## src/rtl/fb_draw_pkg.sv

```systemverilog
// Shared types and default geometry for the framebuffer draw engine.
// Rectangle commands and engine states live here.
package fb_draw_pkg;

  localparam int FB_X_W = 8;
  localparam int FB_Y_W = 7;
  localparam int FB_C_W = 12;

  typedef enum logic [1:0] {
    S_WAIT_FRAME,
    S_CLEAR,
    S_IDLE,
    S_FILL
  } state_t;

  typedef struct packed {
    logic [FB_X_W-1:0] x0;
    logic [FB_Y_W-1:0] y0;
    logic [FB_X_W-1:0] x1;
    logic [FB_Y_W-1:0] y1;
    logic [FB_C_W-1:0] color;
  } rect_cmd_t;

endpackage

```

## src/rtl/fb_draw_engine_raster.sv

```systemverilog
// Loadable row-major x/y scan counter, shared by clear and fill.
// x/y always hold the pixel currently presented on the write port.
module fb_raster_counter #(
  parameter int X_W = 8,
  parameter int Y_W = 7
) (
  input  logic           clk,
  input  logic           rst,
  input  logic           start,
  input  logic [X_W-1:0] x_lo,
  input  logic [X_W-1:0] x_hi,
  input  logic [Y_W-1:0] y_lo,
  input  logic [Y_W-1:0] y_hi,
  input  logic           advance,
  output logic [X_W-1:0] x,
  output logic [Y_W-1:0] y,
  output logic           last
);

  logic [X_W-1:0] x_lo_r;
  logic [X_W-1:0] x_hi_r;
  logic [Y_W-1:0] y_hi_r;

  assign last = (x == x_hi_r) && (y == y_hi_r);

  // equality tests before incrementing keep the top edge from wrapping
  always_ff @(posedge clk or negedge rst) begin
    if (!rst) begin
      x      <= '0;
      y      <= '0;
      x_lo_r <= '0;
      x_hi_r <= '0;
      y_hi_r <= '0;
    end else begin
      unique case (1'b1)
        start: begin
          x      <= x_lo;
          y      <= y_lo;
          x_lo_r <= x_lo;
          x_hi_r <= x_hi;
          y_hi_r <= y_hi;
        end
        advance: begin
          if (x == x_hi_r) begin
            x <= x_lo_r;
            if (y != y_hi_r)
              y <= y + 1'b1;
          end else begin
            x <= x + 1'b1;
          end
        end
        default: ;
      endcase
    end
  end

endmodule

```

## src/rtl/fb_draw_engine.sv

```systemverilog
// Framebuffer write-side producer: clears the back buffer on each
// frame switch, then rasterises queued solid rectangles.
module fb_draw_engine
  import fb_draw_pkg::*;
#(
  parameter int X_W      = FB_X_W,
  parameter int Y_W      = FB_Y_W,
  parameter int C_W      = FB_C_W,
  parameter bit CLEAR_EN = 1'b1
) (
  input  logic           clk,
  input  logic           rst,
  input  logic           new_frame,
  input  logic [C_W-1:0] clear_color,
  input  logic           cmd_valid,
  output logic           cmd_ready,
  input  logic [X_W-1:0] cmd_x0,
  input  logic [Y_W-1:0] cmd_y0,
  input  logic [X_W-1:0] cmd_x1,
  input  logic [Y_W-1:0] cmd_y1,
  input  logic [C_W-1:0] cmd_color,
  output logic           we,
  output logic [X_W-1:0] wx,
  output logic [Y_W-1:0] wy,
  output logic [C_W-1:0] wc,
  output logic           busy,
  output logic           frame_overrun
);

  state_t         state;
  logic           last;
  logic           accept;
  logic           degen;
  logic           fill_go;
  logic           start;
  logic           advance;
  logic [X_W-1:0] lo_x;
  logic [X_W-1:0] hi_x;
  logic [Y_W-1:0] lo_y;
  logic [Y_W-1:0] hi_y;

  assign busy    = (state == S_CLEAR) || (state == S_FILL);
  // ready on the final pixel too, so commands chain without bubbles
  assign cmd_ready = ((state == S_IDLE) || (busy && last)) && !new_frame;
  assign accept  = cmd_valid && cmd_ready;
  assign degen   = (cmd_x0 > cmd_x1) || (cmd_y0 > cmd_y1);
  assign fill_go = accept && !degen;
  assign start   = (new_frame && CLEAR_EN) || fill_go;
  assign advance = busy && !last && !new_frame;

  assign lo_x = new_frame ? '0 : cmd_x0;
  assign hi_x = new_frame ? '1 : cmd_x1;
  assign lo_y = new_frame ? '0 : cmd_y0;
  assign hi_y = new_frame ? '1 : cmd_y1;

  fb_raster_counter #(
    .X_W(X_W),
    .Y_W(Y_W)
  ) u_raster (
    .clk    (clk),
    .rst    (rst),
    .start  (start),
    .x_lo   (lo_x),
    .x_hi   (hi_x),
    .y_lo   (lo_y),
    .y_hi   (hi_y),
    .advance(advance),
    .x      (wx),
    .y      (wy),
    .last   (last)
  );

  always_ff @(posedge clk or negedge rst) begin
    if (!rst) begin
      state         <= S_WAIT_FRAME;
      we            <= 1'b0;
      wc            <= '0;
      frame_overrun <= 1'b0;
    end else begin
      frame_overrun <= new_frame && busy;
      unique case (1'b1)
        new_frame: begin
          state <= CLEAR_EN ? S_CLEAR : S_IDLE;
          we    <= CLEAR_EN;
          if (CLEAR_EN)
            wc <= clear_color;
        end
        fill_go: begin
          state <= S_FILL;
          we    <= 1'b1;
          wc    <= cmd_color;
        end
        advance: begin
          we <= 1'b1;
          if (state == S_CLEAR)
            wc <= clear_color;
        end
        default: begin
          we <= 1'b0;
          if (state != S_WAIT_FRAME)
            state <= S_IDLE;
        end
      endcase
    end
  end

endmodule
```

## config.mk

```make
export PLATFORM = sky130hd
export DESIGN_NAME = fb_draw_engine
export DESIGN_NICKNAME = d
export VERILOG_FILES = /design/src/rtl/fb_draw_pkg.sv /design/src/rtl/fb_draw_engine_raster.sv /design/src/rtl/fb_draw_engine.sv
export SDC_FILE = /design/constraint.sdc
export NUM_CORES = 1
export LEC_CHECK = 0
export BUFFER_PORTS_ARGS = -buffer_cell sky130_fd_sc_hd__buf_4
export CORE_ASPECT_RATIO = 0.9
export CORE_MARGIN = 5
export CORE_UTILIZATION = 35
export CTS_BUF_LIST = sky130_fd_sc_hd__clkbuf_8
export DETAILED_ROUTE_END_ITERATION = 16
export HOLD_SLACK_MARGIN = 0.05
export PLACE_DENSITY = 0.64
export SYNTH_ARGS = -nofsm -noshare
export SYNTH_HDL_FRONTEND = slang
export SYNTH_SLANG_ARGS = --single-unit
export TNS_END_PERCENT = 20
```

## constraint.sdc

```tcl
create_clock -name clk -period 5.52 [get_ports clk]
set_clock_uncertainty 0.1 [all_clocks]
set_input_delay 1.104 -clock clk [delete_from_list [all_inputs] [get_ports clk]]
set_output_delay 1.104 -clock clk [all_outputs]
set_load 0.01 [all_outputs]
```

# Word-level counts from Yosys, hierarchy flattened
# Index checks and enable logic that the tools add are counted.
# Widths: inputs -> output; s select.
[word_totals]
ff_bits = 54
latchBits = 0
ram_bits = 0
mem_bits_ro = 0
inputBits = 58
out_inout_bits = 31
word_cells = 60
n_memories = 0
[op_classes]
add_sub_neg = 2
multipliers = 0
n_div = 0
n_lt_le_gt_ge = 2
eq_ne = 9
shifts = 0
mux = 14
n_bitwise = 1
reduce_logical = 23
[op_table]
columns = ["operator", "count"]
rows = [
  ["$pmux 12 s3", 1],
  ["$mux 7", 4],
  ["$mux 8", 3],
  ["$pmux 8 s2", 1],
  ["$pmux 7 s2", 1],
  ["$mux 12", 1],
  ["$add 8x1->8 const B", 1],
  ["$eq 8x8->1", 1],
  ["$gt 8x8->1", 1],
  ["$logic_and 1x1->1", 8],
  ["$add 7x1->7 const B", 1],
  ["$eq 7x7->1", 1],
  ["$gt 7x7->1", 1],
  ["$ne 7x7->1", 1],
  ["$ne 2x1->1 const B", 3],
  ["$pmux 2 s3", 1],
  ["$reduce_bool 3->1", 2],
  ["$eq 2x2->1 const B", 2],
  ["$logic_or 1x1->1", 4],
  ["$reduce_and 2->1", 2],
  ["$reduce_bool 2->1", 2],
  ["$logic_not 1->1", 3],
  ["$reduce_and 3->1", 1],
  ["$reduce_or 3->1", 1],
  ["other kinds (4)", 4],
]

# Depth between registers and ports, before layout
[logic_depth]
ltp_word = 10
depth_mapped = 10
depth_no_buf = 9

# Modules after synthesis
# From an unflattened synthesis, not the netlist that was laid out.
[unflattened]
cells_unflattened = 346
area_unflattened_um2 = 3443.3
[modules_own_cells]
columns = ["module", "instances", "cells_each", "area_each_um2", "seq_area_each_um2"]
rows = [
  ["fb_raster_counter", 1, 180, 2016.9, 950.9],
  ["fb_draw_engine", 1, 166, 1426.4, 400.4],
]

# Least setup slack after synthesis
# OpenSTA, ideal clock, no wires.
[synth_timing]
kind = "input port to output port"
from = "in new_frame"
to = "out cmd_ready"
t_arrival_ps = 2192
required_time_ps = 4316
setup_slack_ps = 2124
cell_stages = 6
path_buffers = 2
cell_sequence = "clkbuf_1 > clkinv_1 > and2_1 > a41oi_2 > inv_2 > buf_2"
[synth_via]
elab_chain_len = 2
[synth_rtl]
columns = ["element", "line", "text"]
rows = [
  ["from (decl)", "fb_draw_engine.sv:13", "input logic new_frame,"],
  ["$logic_not 1->1", "fb_draw_engine.sv:44", "assign cmd_ready = ((state == S_IDLE) || (busy && last)) && !new_frame;"],
  ["$logic_and 1x1->1", "fb_draw_engine.sv:44", ""],
  ["to (decl)", "fb_draw_engine.sv:16", "output logic cmd_ready,"],
]
# Every way passes these cells.

# Worst setup path after layout
# Same ends and word-level chain as after synthesis.

==> flow_summary.json <==
{
  "crit_buf_inv": 4,
  "yosysSeqAreaShare": 0.390,
  "syn-num-nets": 462,
  "rows": 34,
  "crit_chain": "buf_4, clkinv_1, and2_1, a41oi_2, inv_2, buf_4",
  "yosysWarnings": 0,
  "syn2layout_area_growth_pct": 24.8,
  "hp-start": "u_raster.x_lo_r[1]",
  "layout-drive-gt1-share": 0.273,
  "cts.clk_slew.worst_paths_ps": 100,
  "die_area_mm2": 0.0120,
  "cp-start-kind": "primary input",
  "multi_input_area_mm2": 0.00189,
  "yosys.area.top_type": "dfrtp_1",
  "grtUsageTotal": 0.175,
  "synth_edf_count": 0,
  "critical_path.top_delay_family": "buffers and inverters",
  "cts_max_level": 2,
  "fin_hold_ws_ps": 412,
  "rsz0062_at_grt": "false",
  "ys.flop_type": "dfrtp_1",
  "postCtsHoldBufs": 0,
  "dp_hpwl_um": 7990,
  "final-instance-count-excl-fill": 592,
  "ant_nets": 0,
  "numCtsBuffers": 5,
  "routed_via_density": 5.51,
  "max_stage_delay_ps": 390,
  "core_mm2": 0.00966,
  "antenna_found_initial": 0,
  "crit_slowest_cell": "clkinv_1",
  "globalplace.congestion": 0.907,
  "timing_worst_setup_path_type": "in -> out",
  "wl_per_cell_um": 17.9,
  "rr_worst_depth": 6,
  "status": "complete, no violations",
  "final_util": 0.448,
  "relSlewSlack": 0.403,
  "regArea_mm2": 0.00135,
  "crit_required_ps": 4320,
  "cts_root_buf": "clkbuf_8",
  "n_fill_cell": 939,
  "final_nets": 540,
  "leakage_nw": 1.84,
  "power_density_mw_per_mm2": 193,
  "dpl_worst_slack_ps": 1540,
  "tightest_slew_ps": 893,
  "rr_endpoint": "wc[11]",
  "drc": 0,
  "cp_max_fo": 35,
  "io_buffers": 88,
  "synth_cell_types": 62,
  "clock_latency_ps": 320,
  "ys_ff_latch": 54,
  "syn_avg_cell_area_um2": 8.96,
  "synth_top_cell_area_share": 0.390,
  "rrSetupSlack_ps": 2220,
  "timing.setup.tns_ps": 0,
  "wl_um": 10600,
  "initial_core_util": 0.359,
  "diodes": 0,
  "gr-total-overflow": 0,
  "postCtsSetupRepairBufs": 0,
  "io_pins": 89,
  "synth_most_common_cell": "dfrtp_1",
  "synth_cells": 387,
  "grt_pass1_wl_um": 17000,
  "fin_crit_ps": 3860,
  "hold_class": "reg -> reg",
  "cts.path.max_buffers": 2,
  "drt_iter0_drc": 246,
  "synth_common_cells": "dfrtp_1, nor2_1, inv_1",
  "synthTopCellsByArea": "dfrtp_1, ha_1, nor3_1, xnor2_1, nor2_1",
  "reg2reg_from": "u_raster.x[1]",
  "worst_slack_ps": 1660,
  "drv_slew": 0,
  "async_reset_ff_frac": 1.00,
  "crit_path_end_kind": "output pin",
  "holdPathStages": 1,
  "die_y_um": 104,
  "cts_sinks": 54,
  "finalHoldViolCount": 0,
  "path_common_cell": "buf_4",
  "syn-cell-area_mm2": 0.00347,
  "grt_start_max_net_pins": 55,
  "setup_violations": 0,
  "vias": 3263,
  "dp_cells": 584,
  "die_width_um": 115,
  "drt_pass1_iterations": 5,
  "hold_end": "u_raster.x_lo_r[1]",
  "cp.arrival_ps": 2650,
  "cts_tree": "done",
  "worst_ir_drop_vdd_v": 0.0000966,
  "grt_pass1_vias": 3271,
  "fin_crit_sh": 0.699,
  "cap_violations": 0,
  "ctsResizeCount": 0,
  "timing.fmax_mhz": 259
}
cell usage in the layout, fill, tap and decap left out, types with 2 or more instances in the layout:
cell type,synthesis,final
buf_4,0,91
dfrtp_1,54,54
nor2_1,39,39
inv_1,33,33
nor3_1,32,32
a21oi_1,26,26
nand2_1,21,21
xnor2_1,18,18
nand3_1,18,18
ha_1,17,17
o21ai_0,13,13
a211oi_2,10,10
o211ai_1,7,7
a31oi_1,6,6
nand4_1,5,5
clkbuf_8,0,5
and2_1,3,3
a311oi_1,3,3
nand4_2,2,2
nor2_4,2,2
nor2b_1,2,2
inv_2,2,2
nand3b_1,2,2
a211o_1,2,2
o21a_1,2,2
or3_1,2,2
and4_1,2,2
xor2_1,2,2
o221a_2,2,2
mux2_2,2,2
a211oi_1,2,2
o41ai_1,2,2
o31a_1,2,2
a32o_1,2,2
a22o_1,2,2
nor4_1,2,2
a221o_1,2,2
clkinvlp_4,0,2
metal layers:
layer / track usage / routed length [um] / up-vias / share of wire
met5: 0 / 0 / - / 0
met4: 0.0394 / 149 / 0 / 0.014
met3: 0.0460 / 903 / 14 / 0.085
met2: 0.264 / 4710 / 143 / 0.45
met1: 0.252 / 4810 / 1556 / 0.45
li1: - / - / 1550 / -
worst max path at each step:
stage | slack (ps) | from | cells after the start | endpoint
2_1_floorplan | 2120 | new_frame | 6 | cmd_ready
3_3_place_gp | 1610 | cmd_y1[6] | 10 | u_raster.x[4]
3_5_place_dp | 1540 | cmd_y1[6] | 10 | u_raster.x[3]
4_1_cts | 1660 | new_frame | 6 | cmd_ready
5_1_grt | 1550 | new_frame | 6 | cmd_ready
6_report | 1660 | new_frame | 6 | cmd_ready
layout make-up:
cell class,instances,area share
inverter,36,0.0312
multi-input combinational,277,0.436
clock inverter,3,0.0104
clock buffer,5,0.0159
sequential,54,0.312
tap,126,0.0364
timing repair buffer,91,0.158
sequential cells by signal, summed over array words and instances (netlist names):
signal           flops
u_raster.x           8
u_raster.y           7
state                2
wc                  12
u_raster.y_hi_r      7
u_raster.x_lo_r      8
u_raster.x_hi_r      8
we                   1
frame_overrun        1
stage by stage:
step	power, W	area, um^2
detailed placement	0.000569	4210
CTS	0.000843	4330
global route	0.000870	4330
floorplan	0.000487	3470
finish	0.000836	4330
global placement	0.000564	4210
logic make-up after synthesis:
kind of cell             count (synthesis)  share of synthesized area
adder cells (fa/ha/maj)                 17                     0.0613
flip-flops                              54                      0.390
multiplexers                             4                     0.0137
buffers and inverters                   56                     0.0660
AO/OA/AOI/OAI                           99                      0.219
XOR/XNOR                                20                     0.0505
AND/OR/NAND/NOR                        137                      0.199
where the power goes:
part | switching (W) | internal (W) | total [W]
Combinational | 0.0000759 | 0.0000669 | 0.000143
Sequential | 0.0000122 | 0.000404 | 0.000416
Clock | 0.000141 | 0.000135 | 0.000276
Total | 0.000229 | 0.000606 | 0.000836
No activity file was read; power rests on OpenSTA's default activity.
